### src/rtl/park_occupancy_monitor_if.sv
// Sensor-in / display-out bundle of the parking occupancy monitor.
// The bench or board top drives SW; the monitor drives everything else.
interface park_occupancy_monitor_if #(
   parameter int unsigned N_SLOTS = 6
);
   logic [N_SLOTS-1:0] SW;
   logic [2:0]         LED;
   logic [6:0]         HEX0;
   logic [6:0]         HEX1;
   logic [6:0]         FREE_COUNT;
   logic               EVT_ENTRY;
   logic               EVT_EXIT;

   modport master (
      output SW,
      input  LED, HEX0, HEX1, FREE_COUNT, EVT_ENTRY, EVT_EXIT
   );

   modport slave (
      input  SW,
      output LED, HEX0, HEX1, FREE_COUNT, EVT_ENTRY, EVT_EXIT
   );
endinterface

### src/rtl/park_occupancy_monitor.sv
// Parking-lot occupancy monitor: per-slot sync/debounce, free-slot count,
// entry/exit pulses, status LEDs with FULL blink and a two-digit 7-seg readout.
module park_occupancy_monitor #(
   parameter int unsigned N_SLOTS         = 6,
   parameter int unsigned DEBOUNCE_CYCLES = 500000,
   parameter int unsigned BLINK_CYCLES    = 12500000,
   parameter int unsigned LOW_THRESH      = 1
) (
   input  logic                   CLOCK_50,
   input  logic                   RESET_N,
   park_occupancy_monitor_if.slave bus
);
   localparam int unsigned CNT_W = 7;
   localparam int unsigned DB_W  = (DEBOUNCE_CYCLES > 1) ? $clog2(DEBOUNCE_CYCLES) : 1;
   localparam int unsigned BL_W  = (BLINK_CYCLES > 1) ? $clog2(BLINK_CYCLES) : 1;
   localparam logic [DB_W-1:0]  DB_LAST  = DB_W'(DEBOUNCE_CYCLES - 1);
   localparam logic [BL_W-1:0]  BL_LAST  = BL_W'(BLINK_CYCLES - 1);
   localparam logic [CNT_W-1:0] FREE_RST = CNT_W'(N_SLOTS);
   localparam logic [CNT_W-1:0] LOW_LIM  = CNT_W'(LOW_THRESH);

   // Active-low segment pattern {g,f,e,d,c,b,a} for one decimal digit.
   function automatic logic [6:0] seg7(input logic [3:0] d);
      case (d)
         4'd0:    seg7 = 7'h40;
         4'd1:    seg7 = 7'h79;
         4'd2:    seg7 = 7'h24;
         4'd3:    seg7 = 7'h30;
         4'd4:    seg7 = 7'h19;
         4'd5:    seg7 = 7'h12;
         4'd6:    seg7 = 7'h02;
         4'd7:    seg7 = 7'h78;
         4'd8:    seg7 = 7'h00;
         4'd9:    seg7 = 7'h10;
         default: seg7 = 7'h7F;
      endcase
   endfunction

   // Returns {HEX1, HEX0}; leading zero in the tens position is blanked.
   function automatic logic [13:0] hex_pair(input logic [CNT_W-1:0] v);
      logic [3:0] tens;
      logic [3:0] ones;
      tens     = 4'(v / CNT_W'(10));
      ones     = 4'(v % CNT_W'(10));
      hex_pair = {((tens == 4'd0) ? 7'h7F : seg7(tens)), seg7(ones)};
   endfunction

   localparam logic [13:0] HEX_RST = hex_pair(FREE_RST);

   typedef enum logic [1:0] {
      ST_AVAIL,
      ST_LOW,
      ST_FULL
   } state_t;

   logic [N_SLOTS-1:0] sync1_q, sync2_q;
   logic [N_SLOTS-1:0] stable_q, stable_d;
   logic [N_SLOTS-1:0] prev_q;
   logic [DB_W-1:0]    db_cnt_q [N_SLOTS];
   logic [DB_W-1:0]    db_cnt_d [N_SLOTS];
   logic [CNT_W-1:0]   occ_c;
   logic [CNT_W-1:0]   free_q;
   logic               evt_entry_q, evt_exit_q;
   state_t             state_q, state_d;
   logic [BL_W-1:0]    blink_cnt_q, blink_cnt_d;
   logic               blink_ph_q, blink_ph_d;
   logic [2:0]         led_q, led_d;
   logic [13:0]        hex_q;

   // Debounce: accept a change only after DEBOUNCE_CYCLES consecutive differing samples.
   always_comb begin
      stable_d = stable_q;
      for (int i = 0; i < int'(N_SLOTS); i++) begin
         db_cnt_d[i] = '0;
         if (sync2_q[i] != stable_q[i]) begin
            if (db_cnt_q[i] == DB_LAST) begin
               stable_d[i] = sync2_q[i];
            end else begin
               db_cnt_d[i] = db_cnt_q[i] + DB_W'(1);
            end
         end
      end
   end

   always_comb begin
      occ_c = '0;
      for (int i = 0; i < int'(N_SLOTS); i++) begin
         occ_c = occ_c + CNT_W'(stable_q[i]);
      end
   end

   always_ff @(posedge CLOCK_50 or negedge RESET_N) begin
      if (!RESET_N) begin
         sync1_q     <= '0;
         sync2_q     <= '0;
         stable_q    <= '0;
         prev_q      <= '0;
         free_q      <= FREE_RST;
         evt_entry_q <= 1'b0;
         evt_exit_q  <= 1'b0;
         for (int i = 0; i < int'(N_SLOTS); i++) begin
            db_cnt_q[i] <= '0;
         end
      end else begin
         sync1_q     <= bus.SW;
         sync2_q     <= sync1_q;
         stable_q    <= stable_d;
         prev_q      <= stable_q;
         free_q      <= FREE_RST - occ_c;
         evt_entry_q <= |(stable_q & ~prev_q);
         evt_exit_q  <= |(~stable_q & prev_q);
         for (int i = 0; i < int'(N_SLOTS); i++) begin
            db_cnt_q[i] <= db_cnt_d[i];
         end
      end
   end

   // Status FSM and blink phase; LED pattern follows the next state.
   always_comb begin
      state_d     = ST_AVAIL;
      blink_cnt_d = '0;
      blink_ph_d  = blink_ph_q;
      led_d       = 3'b001;

      if (free_q == '0) begin
         state_d = ST_FULL;
      end else if (free_q <= LOW_LIM) begin
         state_d = ST_LOW;
      end

      case (state_d)
         ST_FULL: begin
            if (state_q != ST_FULL) begin
               blink_ph_d = 1'b1;
            end else if (blink_cnt_q == BL_LAST) begin
               blink_ph_d = ~blink_ph_q;
            end else begin
               blink_cnt_d = blink_cnt_q + BL_W'(1);
            end
            led_d = {1'b0, blink_ph_d, 1'b0};
         end
         ST_LOW:  led_d = 3'b100;
         default: led_d = 3'b001;
      endcase
   end

   always_ff @(posedge CLOCK_50 or negedge RESET_N) begin
      if (!RESET_N) begin
         state_q     <= ST_AVAIL;
         blink_cnt_q <= '0;
         blink_ph_q  <= 1'b0;
         led_q       <= 3'b001;
         hex_q       <= HEX_RST;
      end else begin
         state_q     <= state_d;
         blink_cnt_q <= blink_cnt_d;
         blink_ph_q  <= blink_ph_d;
         led_q       <= led_d;
         hex_q       <= hex_pair(free_q);
      end
   end

   assign bus.FREE_COUNT = free_q;
   assign bus.EVT_ENTRY  = evt_entry_q;
   assign bus.EVT_EXIT   = evt_exit_q;
   assign bus.LED        = led_q;
   assign bus.HEX0       = hex_q[6:0];
   assign bus.HEX1       = hex_q[13:7];

endmodule

### src/flat_wrapper.sv
// flat-port wrapper written by rule: the top's interface ports become plain ports
module park_occupancy_monitor_flat 
#(
   parameter int unsigned N_SLOTS         = 6,
   parameter int unsigned DEBOUNCE_CYCLES = 500000,
   parameter int unsigned BLINK_CYCLES    = 12500000,
   parameter int unsigned LOW_THRESH      = 1
)
  (CLOCK_50, RESET_N, bus_SW, bus_LED, bus_HEX0, bus_HEX1, bus_FREE_COUNT, bus_EVT_ENTRY, bus_EVT_EXIT);
  park_occupancy_monitor_if #(.N_SLOTS(N_SLOTS)) bus_i ();
  input  logic CLOCK_50;
  input  logic RESET_N;
  input wire logic [$bits(bus_i.SW)-1:0] bus_SW;
  output wire logic [$bits(bus_i.LED)-1:0] bus_LED;
  output wire logic [$bits(bus_i.HEX0)-1:0] bus_HEX0;
  output wire logic [$bits(bus_i.HEX1)-1:0] bus_HEX1;
  output wire logic [$bits(bus_i.FREE_COUNT)-1:0] bus_FREE_COUNT;
  output wire logic [$bits(bus_i.EVT_ENTRY)-1:0] bus_EVT_ENTRY;
  output wire logic [$bits(bus_i.EVT_EXIT)-1:0] bus_EVT_EXIT;
  assign bus_i.SW = bus_SW;
  assign bus_LED = bus_i.LED;
  assign bus_HEX0 = bus_i.HEX0;
  assign bus_HEX1 = bus_i.HEX1;
  assign bus_FREE_COUNT = bus_i.FREE_COUNT;
  assign bus_EVT_ENTRY = bus_i.EVT_ENTRY;
  assign bus_EVT_EXIT = bus_i.EVT_EXIT;
  park_occupancy_monitor #(.N_SLOTS(N_SLOTS), .DEBOUNCE_CYCLES(DEBOUNCE_CYCLES), .BLINK_CYCLES(BLINK_CYCLES), .LOW_THRESH(LOW_THRESH)) u_core (.CLOCK_50(CLOCK_50), .RESET_N(RESET_N), .bus(bus_i));
endmodule
### config.mk
export PLATFORM = sky130hd
export DESIGN_NAME = park_occupancy_monitor_flat
export DESIGN_NICKNAME = d
export VERILOG_FILES = /design/src/rtl/park_occupancy_monitor_if.sv /design/src/rtl/park_occupancy_monitor.sv /design/src/flat_wrapper.sv
export SDC_FILE = /design/constraint.sdc
export NUM_CORES = 1
export LEC_CHECK = 0
export ABC_CLOCK_PERIOD_IN_PS = 8800
export BUFFER_PORTS_ARGS = -buffer_cell sky130_fd_sc_hd__buf_2
export CORE_ASPECT_RATIO = 1.75
export CORE_MARGIN = 5
export CORE_UTILIZATION = 35
export CTS_CLUSTER_DIAMETER = 80
export DETAILED_ROUTE_END_ITERATION = 16
export PLACE_DENSITY_LB_ADDON = 0.2
export REMOVE_ABC_BUFFERS = 1
export SYNTH_ARGS = -nofsm -noshare
export SYNTH_HDL_FRONTEND = slang
export SYNTH_SLANG_ARGS = --single-unit
### constraint.sdc
create_clock -name CLOCK_50 -period 8.8 [get_ports CLOCK_50]
set_clock_uncertainty 0.05 [all_clocks]
set_input_delay 0.88 -clock CLOCK_50 [delete_from_list [all_inputs] [get_ports CLOCK_50]]
set_output_delay 0.88 -clock CLOCK_50 [all_outputs]
set_load 0.05 [all_outputs]
==> results of run 1 <==
## report_power, final
part	internal [mW]	total [mW]	switching (mW)
registers	0.869	0.878	0.00865
logic	0.0106	0.0435	0.0329
clock network	0.491	0.845	0.354
total	1.37	1.77	0.395
## sequential cells by signal, summed over array words and instances (netlist names)
register               flops
u_core.db_cnt_q          114
u_core.blink_cnt_q        24
u_core.hex_q              14
u_core.prev_q              6
u_core.stable_q            6
u_core.sync1_q             6
u_core.sync2_q             6
u_core.bus.FREE_COUNT      4
u_core.bus.LED             3
u_core.blink_ph_q          1
u_core.bus.EVT_ENTRY       1
u_core.bus.EVT_EXIT        1
u_core.state_q             1
## metrics by stage
stage	setup slack [ns]	power, mW
after floorplan	4.37	0.912
final	4.82	1.77
after detailed placement	4.86	0.940
after global routing	4.53	1.83
after CTS	4.83	1.80
after global placement	4.96	0.940
## area by class of cell
type | instances | area share [%]
well taps | 316 | 3.92
repair buffers | 35 | 1.87
multi-input cells | 647 | 39.7
inverters | 39 | 1.45
clock buffers | 18 | 4.36
flip-flops and latches | 187 | 46.6
clock inverters | 14 | 2.11
## cell usage in the layout, fill, tap and decap left out, drive strengths merged, types with 8 or more instances in the layout
cell and n:
nand4 39, nand2 61, dfstp 11, nor2 184, ha 24, xor2 73, nand3 51, nor4 11
xnor2 62, inv 43, clkbuf 19, and4 8, nor3 31, buf 34, dfrtp 176, and3 21
## worst max-delay path by stage
stage | start | to
CTS | u_core.bus.FREE_COUNT[5]$_DFF_PN0_ | u_core.hex_q[0]$_DFF_PN0_
finish | u_core.bus.FREE_COUNT[5]$_DFF_PN0_ | u_core.hex_q[3]$_DFF_PN0_
floorplan | u_core.bus.FREE_COUNT[5]$_DFF_PN0_ | u_core.hex_q[0]$_DFF_PN0_
detailed placement | u_core.bus.FREE_COUNT[5]$_DFF_PN0_ | u_core.hex_q[0]$_DFF_PN0_
global placement | u_core.bus.FREE_COUNT[5]$_DFF_PN0_ | u_core.hex_q[3]$_DFF_PN0_
global route | u_core.bus.FREE_COUNT[5]$_DFF_PN0_ | u_core.hex_q[0]$_DFF_PN0_
## cells by family (layout without fill, tap and decap cells)
group,after synthesis,in the layout,share of synthesized area [%]
AND/OR/NAND/NOR,439,439,23.5
flip-flops,187,187,51.9
XOR/XNOR,135,135,13.1
buffers and inverters,66,106,3.86
AO/OA/AOI/OAI,40,40,3.35
adder cells (fa/ha/maj),26,26,3.77
multiplexers,4,4,0.471
other,1,3,0.0415
## metal layers
metal  wire length [um]  GRT usage (%)  part of all wire, %  vias to the layer above
li1                   -              -                    -                     3052
met1               7080           13.3                   41                     2994
met2               9170           22.4                   54                       88
met3                475           2.74                  2.8                       23
met4                399           5.55                  2.3                        0
met5                  0              0                    0                        -
==> results_dict.tcl, run 1 <==
set metrics [dict create \
    r2r-end "u_core.hex_q[3]$_DFF_PN0_" \
    crit_path_end_kind "flop" \
    cellLeakagePower_nw 4.41 \
    cp.arrival_ns 4.25 \
    synthDistinctLibCells 59 \
    coreArea_sq_um 25300 \
    die_h_um 223 \
    dp_cells 1224 \
    routed_wl_um 17100 \
    diodes 0 \
    ff2ff_setup_slack_ns 4.82 \
    rsz0062_at_grt "false" \
    num_rows 77 \
    async_flop_share_pct 100 \
    setup-tns-final_ns 0 \
    cts.sinks 187 \
    worst_ir_drop_vdd_mv 0.131 \
    ant_nets 0 \
    hold_path_class "flop to flop" \
    r2r_cells 13 \
    cts_htree_levels 4 \
    fillers 2507 \
    criticalPathCategory "flop to flop" \
    ys.flop_type "dfrtp_1" \
    netlist.area_leader.share_pct 48.7 \
    grt_use_total_pct 12.2 \
    worstPathCellList "ha_1 -> nor2b_1 -> xnor2_1 -> ha_1 -> nand2b_1 -> a31oi_1 -> a211o_1 -> xnor2_1 -> inv_1 -> ha_1 -> o22ai_1 -> o221ai_1 -> a21boi_0" \
    cts-resized-gates 0 \
    finalSetupViolations 0 \
    ctsRootBufferMaster "clkbuf_16" \
    hp-start "u_core.sync1_q[5]$_DFF_PN0_" \
    crit_cells 13 \
    crit_top_cell "ha_1" \
    cpPeakStageDelay_ns 0.53 \
    design_area_sq_um 10100 \
    routedWlPerCell_um 13.6 \
    cts_tree "done" \
    gp_congestion 0.790 \
    grt_max_degree 82 \
    synth.area.top_cells "dfrtp_1, nor2_1, xor2_1, xnor2_1, ha_1" \
    final-seq-area_sq_um 4690 \
    final_nets 961 \
    period_needed_ns 3.98 \
    ys_top_cells_by_count "nor2_1, dfrtp_1, xor2_1" \
    route.vias.total 6157 \
    area_growth_pct 11.5 \
    slew_headroom_pct 38.4 \
    path_max_fanout 15 \
    cts_buffers 17 \
    die_w_um 131 \
    min_path_cells 0 \
    syn-cell-area_sq_um 9040 \
    maxSlewViolCount 0 \
    clk_latency_ns 0.45 \
    drt_iter0_drc 271 \
    antenna_found_initial 0 \
    yosysMostFrequentCell "nor2_1" \
    ys_ff_latch 187 \
    syn_inst 898 \
    r2r_start "u_core.bus.FREE_COUNT[5]$_DFF_PN0_" \
    layout.cells.non_filler 1256 \
    hold_slack_ns 0.301 \
    drc 0 \
    first_pass_iters 4 \
    multi_input_area_sq_um 4000 \
    holdPathEnd "u_core.sync2_q[5]$_DFF_PN0_" \
    path_buf_inv 1 \
    grt_pass1_vias 6367 \
    clk_pin_slew_worst_paths_ns 0.07 \
    ys_seq_area_share_pct 51.9 \
    powerDensity_nw_per_um2 175 \
    holdBufCountCts 0 \
    ys_warn_count 0 \
    avgViaCountPerCell 4.90 \
    hpwl_um 11900 \
    io_buffers 33 \
    final_util_pct 39.8 \
    cp.required_ns 9.07 \
    start_util_pct 35.7 \
    ios 34 \
    fin_crit_sh_pct 45.3 \
    cts_setup_buffers 0 \
    yosys.area.top_type "dfrtp_1" \
    grt_remaining_overflow 0 \
    avgSynthCellArea_sq_um 10.1 \
    dpl_cell_area_sq_um 9430 \
    max_freq_mhz 251 \
    synth-edff-count 0 \
    drive_gt1_share_pct 9.79 \
    die-area_sq_um 29300 \
    max-clock-path-buffers 2 \
    crit_slowest_cell "dfrtp_1" \
    critPathLaunchType "flop" \
    hold_violations 0 \
    grt_pass1_wl_um 29800 \
    status "completed" \
    crit_family "compound AO/OA/AOI/OAI gates" \
    tightest_slew_ns 0.925 \
    cap_violations 0 \
]
Power figures use the tool's default switching activity.
==> run 2, diff against run 1 <==
Settings changed: ABC_CLOCK_PERIOD_IN_PS 8800 to 3420.
Clock period 8.8 ns to 3.42 ns, I/O delays scaled along.
==> run 2 against run 1 <==
Against the previous run: first-iteration DRC count shrank 5.9%; combinational power grew to 2.8 times the previous value; core utilization grew 0.32 points; non-clock buffer count grew 14; sequential share of layout area shrank 0.37 points; critical endpoint is now u_core.hex_q[0]$_DFF_PN0_; highest routed layer unchanged.
==> results_dict.tcl, run 2 (synthesis results as in run 1) <==
set metrics [dict create \
    maxSlewViolCount 0 \
    clk_latency_ns 0.43 \
    layout_commonest_cell "nor2_1" \
    grt_max_degree 77 \
    max-clock-path-buffers 2 \
    p_seq_share_pct 51.3 \
    hold_path_class "flop to flop" \
    p_comb_share_pct 2.7 \
    grt_remaining_overflow 0 \
    clk_pin_slew_worst_paths_ns 0.07 \
    crit_slowest_cell "dfrtp_1" \
    power_switching_mw 0.976 \
    die_w_um 131 \
    p_total_mw 4.40 \
    route.vias.total 6250 \
    start_util_pct 35.7 \
    area_growth_pct 12.4 \
    powerDensity_nw_per_um2 434 \
    diodes 0 \
    cts_setup_buffers 0 \
    fillers 2527 \
    cap_violations 0 \
    swShare_pct 22.2 \
    num_rows 77 \
    cts.sinks 187 \
    rsz0062_at_grt "false" \
    worstPathCellList "ha_1 -> nor2b_1 -> xnor2_1 -> ha_1 -> nand2b_1 -> a31oi_1 -> a211o_1 -> xnor2_1 -> inv_1 -> ha_1 -> o22ai_1 -> o221ai_1 -> a21boi_0" \
    cpPeakStageDelay_ns 0.38 \
    drive_gt1_share_pct 10.2 \
    antenna_found_initial 0 \
    crit_top_cell "ha_1" \
    slew_headroom_pct 43.9 \
    critPathLaunchType "flop" \
    status "completed" \
    p_int_mw 3.43 \
    cellLeakagePower_nw 4.44 \
    hold_violations 0 \
    ant_nets 0 \
    regMostFlops "u_core.db_cnt_q" \
    max_freq_mhz 318 \
    ctsRootBufferMaster "clkbuf_16" \
    final_util_pct 40.1 \
    die-area_sq_um 29300 \
    io_buffers 33 \
    criticalPathCategory "flop to flop" \
    avgViaCountPerCell 4.92 \
    gp_congestion 0.804 \
    hpwl_um 12000 \
    finalSetupViolations 0 \
    grt_use_total_pct 12.3 \
    coreArea_sq_um 25300 \
    cts_tree "done" \
    cp.required_ns 3.67 \
    tightest_slew_ns 0.835 \
    period_needed_ns 3.14 \
    top_regs "u_core.db_cnt_q (114), u_core.blink_cnt_q (24), u_core.hex_q (14)" \
    worst_ir_drop_vdd_mv 0.340 \
    path_max_fanout 8 \
    grt_pass1_vias 6384 \
    fin_crit_sh_pct 92.0 \
    first_pass_iters 6 \
    drc 0 \
    p_clk_share_pct 46.0 \
    drt_iter0_drc 255 \
    largest_register_ffs 114 \
    final_cell_mix "nor2_1, dfrtp_1, xor2_1, xnor2_1, nand2_1" \
    routedWlPerCell_um 13.5 \
    cts-resized-gates 0 \
    ios 34 \
    cts_buffers 17 \
    cp.arrival_ns 3.39 \
    final_nets 975 \
    crit_path_end_kind "flop" \
    cts_htree_levels 4 \
    die_h_um 223 \
    grt_pass1_wl_um 30400 \
    routed_wl_um 17100 \
]
run 2: changes by cell type in the layout (fill, tap and decap cells not counted):
cell           delta
dlygate4sd3_1     +7
buf_4             +6
clkinvlp_4        +3
clkbuf_1          +2
clkinv_4          -2
buf_12            +1
bufinv_16         -1
clkbuf_8          -1
clkinv_2          +1
clkinv_8          -1
inv_8             -1
run 2: power by group through the flow:
stage          Sequential [mW]  Combinational, mW  Clock [mW]
2_1_floorplan             2.30             0.0485           0
4_1_cts                   2.26              0.129        2.10
6_report                  2.26              0.121        2.02
3_5_place_dp              2.30              0.122           0
5_1_grt                   2.26              0.146        2.20
3_3_place_gp              2.30              0.121           0
run 2: worst max-delay path: cells and delay by family, from the launching register on:
family                     cells  cell delay [ns]
and+or+nand+nor                2             0.39
DFF                            1             0.38
adders and majority gates      3             0.79
AOI/OAI and AO/OA              5             0.81
xor gates and xnor gates       2             0.45
buffers and inverters          1             0.14
run 2: area by class of cell:
type	instances	area (sq um)	share of cell area (%)
tap	316	395	3.89
clock buffer	19	433	4.26
sequential	187	4690	46.2
timing repair buffer	49	324	3.19
inverter	39	146	1.44
clock inverter	13	165	1.63
multi-input combinational	647	4000	39.4
run 2: what timing repair did:
action / CTS / global route
endpoints found under the setup margin: 0 / 0
hold buffers: 7 / 0
endpoints found under the hold margin: 72 / 0
run 2: layer usage:
| layer | track usage [%] | up-vias | part of all wire (%) |
|---|---|---|---|
| li1 | - | 3084 | - |
| met2 | 22.6 | 79 | 54 |
| met4 | 3.92 | 0 | 1.6 |
| met3 | 2.76 | 15 | 2.6 |
| met1 | 14.1 | 3072 | 42 |
| met5 | 0 | - | 0 |
run 2: final timing paths:
path | cells past startpoint | slack, ns | startpoint | end
min in group asynchronous | 2 | 0.43 | RESET_N | u_core.hex_q[2]$_DFF_PN0_
min | 0 | 0.31 | u_core.sync1_q[4]$_DFF_PN0_ | u_core.sync2_q[4]$_DFF_PN0_
max reg2reg | 13 | 0.28 | u_core.bus.FREE_COUNT[5]$_DFF_PN0_ | u_core.hex_q[0]$_DFF_PN0_
max in group asynchronous | 3 | 2.09 | RESET_N | u_core.db_cnt_q[67]$_DFF_PN0_
max | 13 | 0.28 | u_core.bus.FREE_COUNT[5]$_DFF_PN0_ | u_core.hex_q[0]$_DFF_PN0_
min reg2reg | 0 | 0.31 | u_core.sync1_q[4]$_DFF_PN0_ | u_core.sync2_q[4]$_DFF_PN0_
run 2: metrics by stage:
| step | hold WS (ns) | setup TNS (ns) | cell area (sq um) | std cells | setup slack (ns) |
|---|---|---|---|---|---|
| detailed placement | 0.298 | 0 | 9490 | 1231 | 0.328 |
| CTS | 0.315 | 0 | 10200 | 1270 | 0.292 |
| global route | 0.330 | 0 | 10200 | 1270 | 0.0676 |
| global placement | 0.284 | 0 | 9490 | 1231 | 0.355 |
| finish | 0.314 | 0 | 10200 | 1270 | 0.275 |
| floorplan | -0.00359 | -9.54 | 8840 | 873 | -1.01 |
==> run 3, diff against run 2 <==
Settings changed: CORE_MARGIN 5 to unset, HOLD_SLACK_MARGIN set to 0.12, MAX_ROUTING_LAYER set to met4.
==> run 3 against run 2 <==
Against the previous run: worst hold slack worse by 0.015 ns; sequential power barely moved; critical endpoint unchanged; fmax increased by 0.37%; worst setup slack improved by 0.012 ns.
==> results_dict.tcl, run 3 (synthesis results as in run 1) <==
set metrics [dict create \
    power_switching_mw 0.988 \
    status "completed" \
    worst_ir_drop_vdd_mv 0.385 \
    final_cell_mix "nor2_1, dfrtp_1, xor2_1, xnor2_1, nand2_1" \
    powerDensity_nw_per_um2 444 \
    io_buffers 33 \
    maxSlewViolCount 0 \
    cts_htree_levels 4 \
    first_pass_iters 4 \
    finalSetupViolations 0 \
    avgViaCountPerCell 4.87 \
    cpPeakStageDelay_ns 0.38 \
    hpwl_um 11700 \
    max-clock-path-buffers 2 \
    grtUsageMet2_pct 24.5 \
    die_w_um 123 \
    grt_pass1_wl_um 29100 \
    ant_nets 0 \
    hold_path_class "flop to flop" \
    die_h_um 215 \
    crit_top_cell "ha_1" \
    p_comb_share_pct 2.7 \
    die-area_sq_um 26500 \
    crit_path_end_kind "flop" \
    design_area_sq_um 10200 \
    cts_buffers 17 \
    cts.sinks 187 \
    cp.arrival_ns 3.40 \
    cp.required_ns 3.68 \
    drt_iter0_drc 340 \
    layout_commonest_cell "nor2_1" \
    drc 0 \
    coreArea_sq_um 25300 \
    cts_tree "done" \
    antenna_found_initial 0 \
    ios 34 \
    p_seq_share_pct 49.9 \
    max_freq_mhz 319 \
    clk_pin_slew_worst_paths_ns 0.07 \
    critPathLaunchType "flop" \
    swShare_pct 21.8 \
    route.vias.total 6168 \
    cap_violations 0 \
    setup_ws_ns 0.287 \
    top_regs "u_core.db_cnt_q (114), u_core.blink_cnt_q (24), u_core.hex_q (14)" \
    met3_usage_pct 3.30 \
    fillers 2504 \
    crit_family "compound AO/OA/AOI/OAI gates" \
    cellLeakagePower_nw 4.46 \
    p_total_mw 4.53 \
    pre_cts_slack_ns 0.305 \
    crit_slowest_cell "dfrtp_1" \
    worstPathCellList "ha_1 -> nor2b_1 -> xnor2_1 -> ha_1 -> nand2b_1 -> a31oi_1 -> a211o_1 -> xnor2_1 -> inv_1 -> ha_1 -> o22ai_1 -> o221ai_1 -> a21boi_0" \
    final_nets 972 \
    regMostFlops "u_core.db_cnt_q" \
    slew_headroom_pct 50.1 \
    routedWlPerCell_um 13.4 \
    hold_violations 0 \
    routed_wl_um 17000 \
    p_clk_share_pct 47.4 \
    final_util_pct 40.2 \
    tightest_slew_ns 0.743 \
    grt_pass1_vias 6284 \
    grt_use_total_pct 14.4 \
    period_needed_ns 3.13 \
    diodes 0 \
    rsz0062_at_grt "false" \
    ctsRootBufferMaster "clkbuf_16" \
    cts_setup_buffers 0 \
    fin_crit_sh_pct 91.6 \
    drive_gt1_share_pct 10.1 \
    gp_congestion 0.869 \
    p_int_mw 3.54 \
    path_max_fanout 8 \
    clk_latency_ns 0.45 \
    dpl_cell_area_sq_um 9480 \
    area_growth_pct 12.8 \
    grt_busiest_layer "met2" \
    num_rows 77 \
    use_met1_pct 15.7 \
    largest_register_ffs 114 \
    grt_max_degree 81 \
    grt_remaining_overflow 0 \
    start_util_pct 35.7 \
    path_buf_inv 1 \
    criticalPathCategory "flop to flop" \
]
[run 3: path summary, 6_finish.rpt]
check | startpoint | endpoint | slack [ns] | cells after the start
min in group asynchronous | RESET_N | u_core.hex_q[2]$_DFF_PN0_ | 0.45 | 2
hold / removal | u_core.sync1_q[5]$_DFF_PN0_ | u_core.sync2_q[5]$_DFF_PN0_ | 0.30 | 0
max in group asynchronous | RESET_N | u_core.hex_q[13]$_DFF_PN1_ | 2.09 | 3
setup reg to reg | u_core.bus.FREE_COUNT[5]$_DFF_PN0_ | u_core.hex_q[0]$_DFF_PN0_ | 0.29 | 13
hold reg to reg | u_core.sync1_q[5]$_DFF_PN0_ | u_core.sync2_q[5]$_DFF_PN0_ | 0.30 | 0
setup / recovery | u_core.bus.FREE_COUNT[5]$_DFF_PN0_ | u_core.hex_q[0]$_DFF_PN0_ | 0.29 | 13
[run 3: per-stage QoR]
step / TNS (ns) / hold WS [ns] / cells
2_1_floorplan: -9.54 / -0.00359 / 873
3_3_place_gp: 0 / 0.282 / 1228
3_5_place_dp: 0 / 0.285 / 1228
4_1_cts: 0 / 0.300 / 1267
5_1_grt: 0 / 0.307 / 1267
6_report: 0 / 0.299 / 1267
[run 3: layout make-up]
class | count | area [sq um] | share of cell area, %
Timing Repair Buffer | 46 | 314 | 3.08
Multi-Input combinational cell | 647 | 4000 | 39.3
Clock buffer | 19 | 453 | 4.44
Tap cell | 316 | 395 | 3.88
Clock inverter | 13 | 186 | 1.83
Sequential cell | 187 | 4690 | 46.1
Inverter | 39 | 146 | 1.44
[run 3: routing by layer]
metal	routed length (um)	part of all wire [%]
met1	7200	42
met2	9000	53
met3	406	2.4
met4	388	2.3
met5	0	0
[run 3: power by group through the flow]
stage	combinational, mW	sequential [mW]	clock, mW
2_1_floorplan	0.0485	2.30	0
3_3_place_gp	0.120	2.30	0
3_5_place_dp	0.121	2.30	0
4_1_cts	0.127	2.26	2.22
5_1_grt	0.143	2.26	2.30
6_report	0.120	2.26	2.15
[run 3: timing repair]
item,in CTS,in global routing
hold buffers,7,0
gates resized for setup,0,0
setup endpoints to repair,0,0
hold endpoints to repair,81,0
[run 3: worst reg2reg max path: stages (launching register included)]
cell,delay [ns]
dfrtp_1,0.38
ha_1,0.30
nor2b_1,0.20
xnor2_1,0.11
ha_1,0.30
nand2b_1,0.18
a31oi_1,0.06
a211o_1,0.32
xnor2_1,0.31
inv_1,0.14
ha_1,0.20
o22ai_1,0.16
o221ai_1,0.14
a21boi_0,0.15
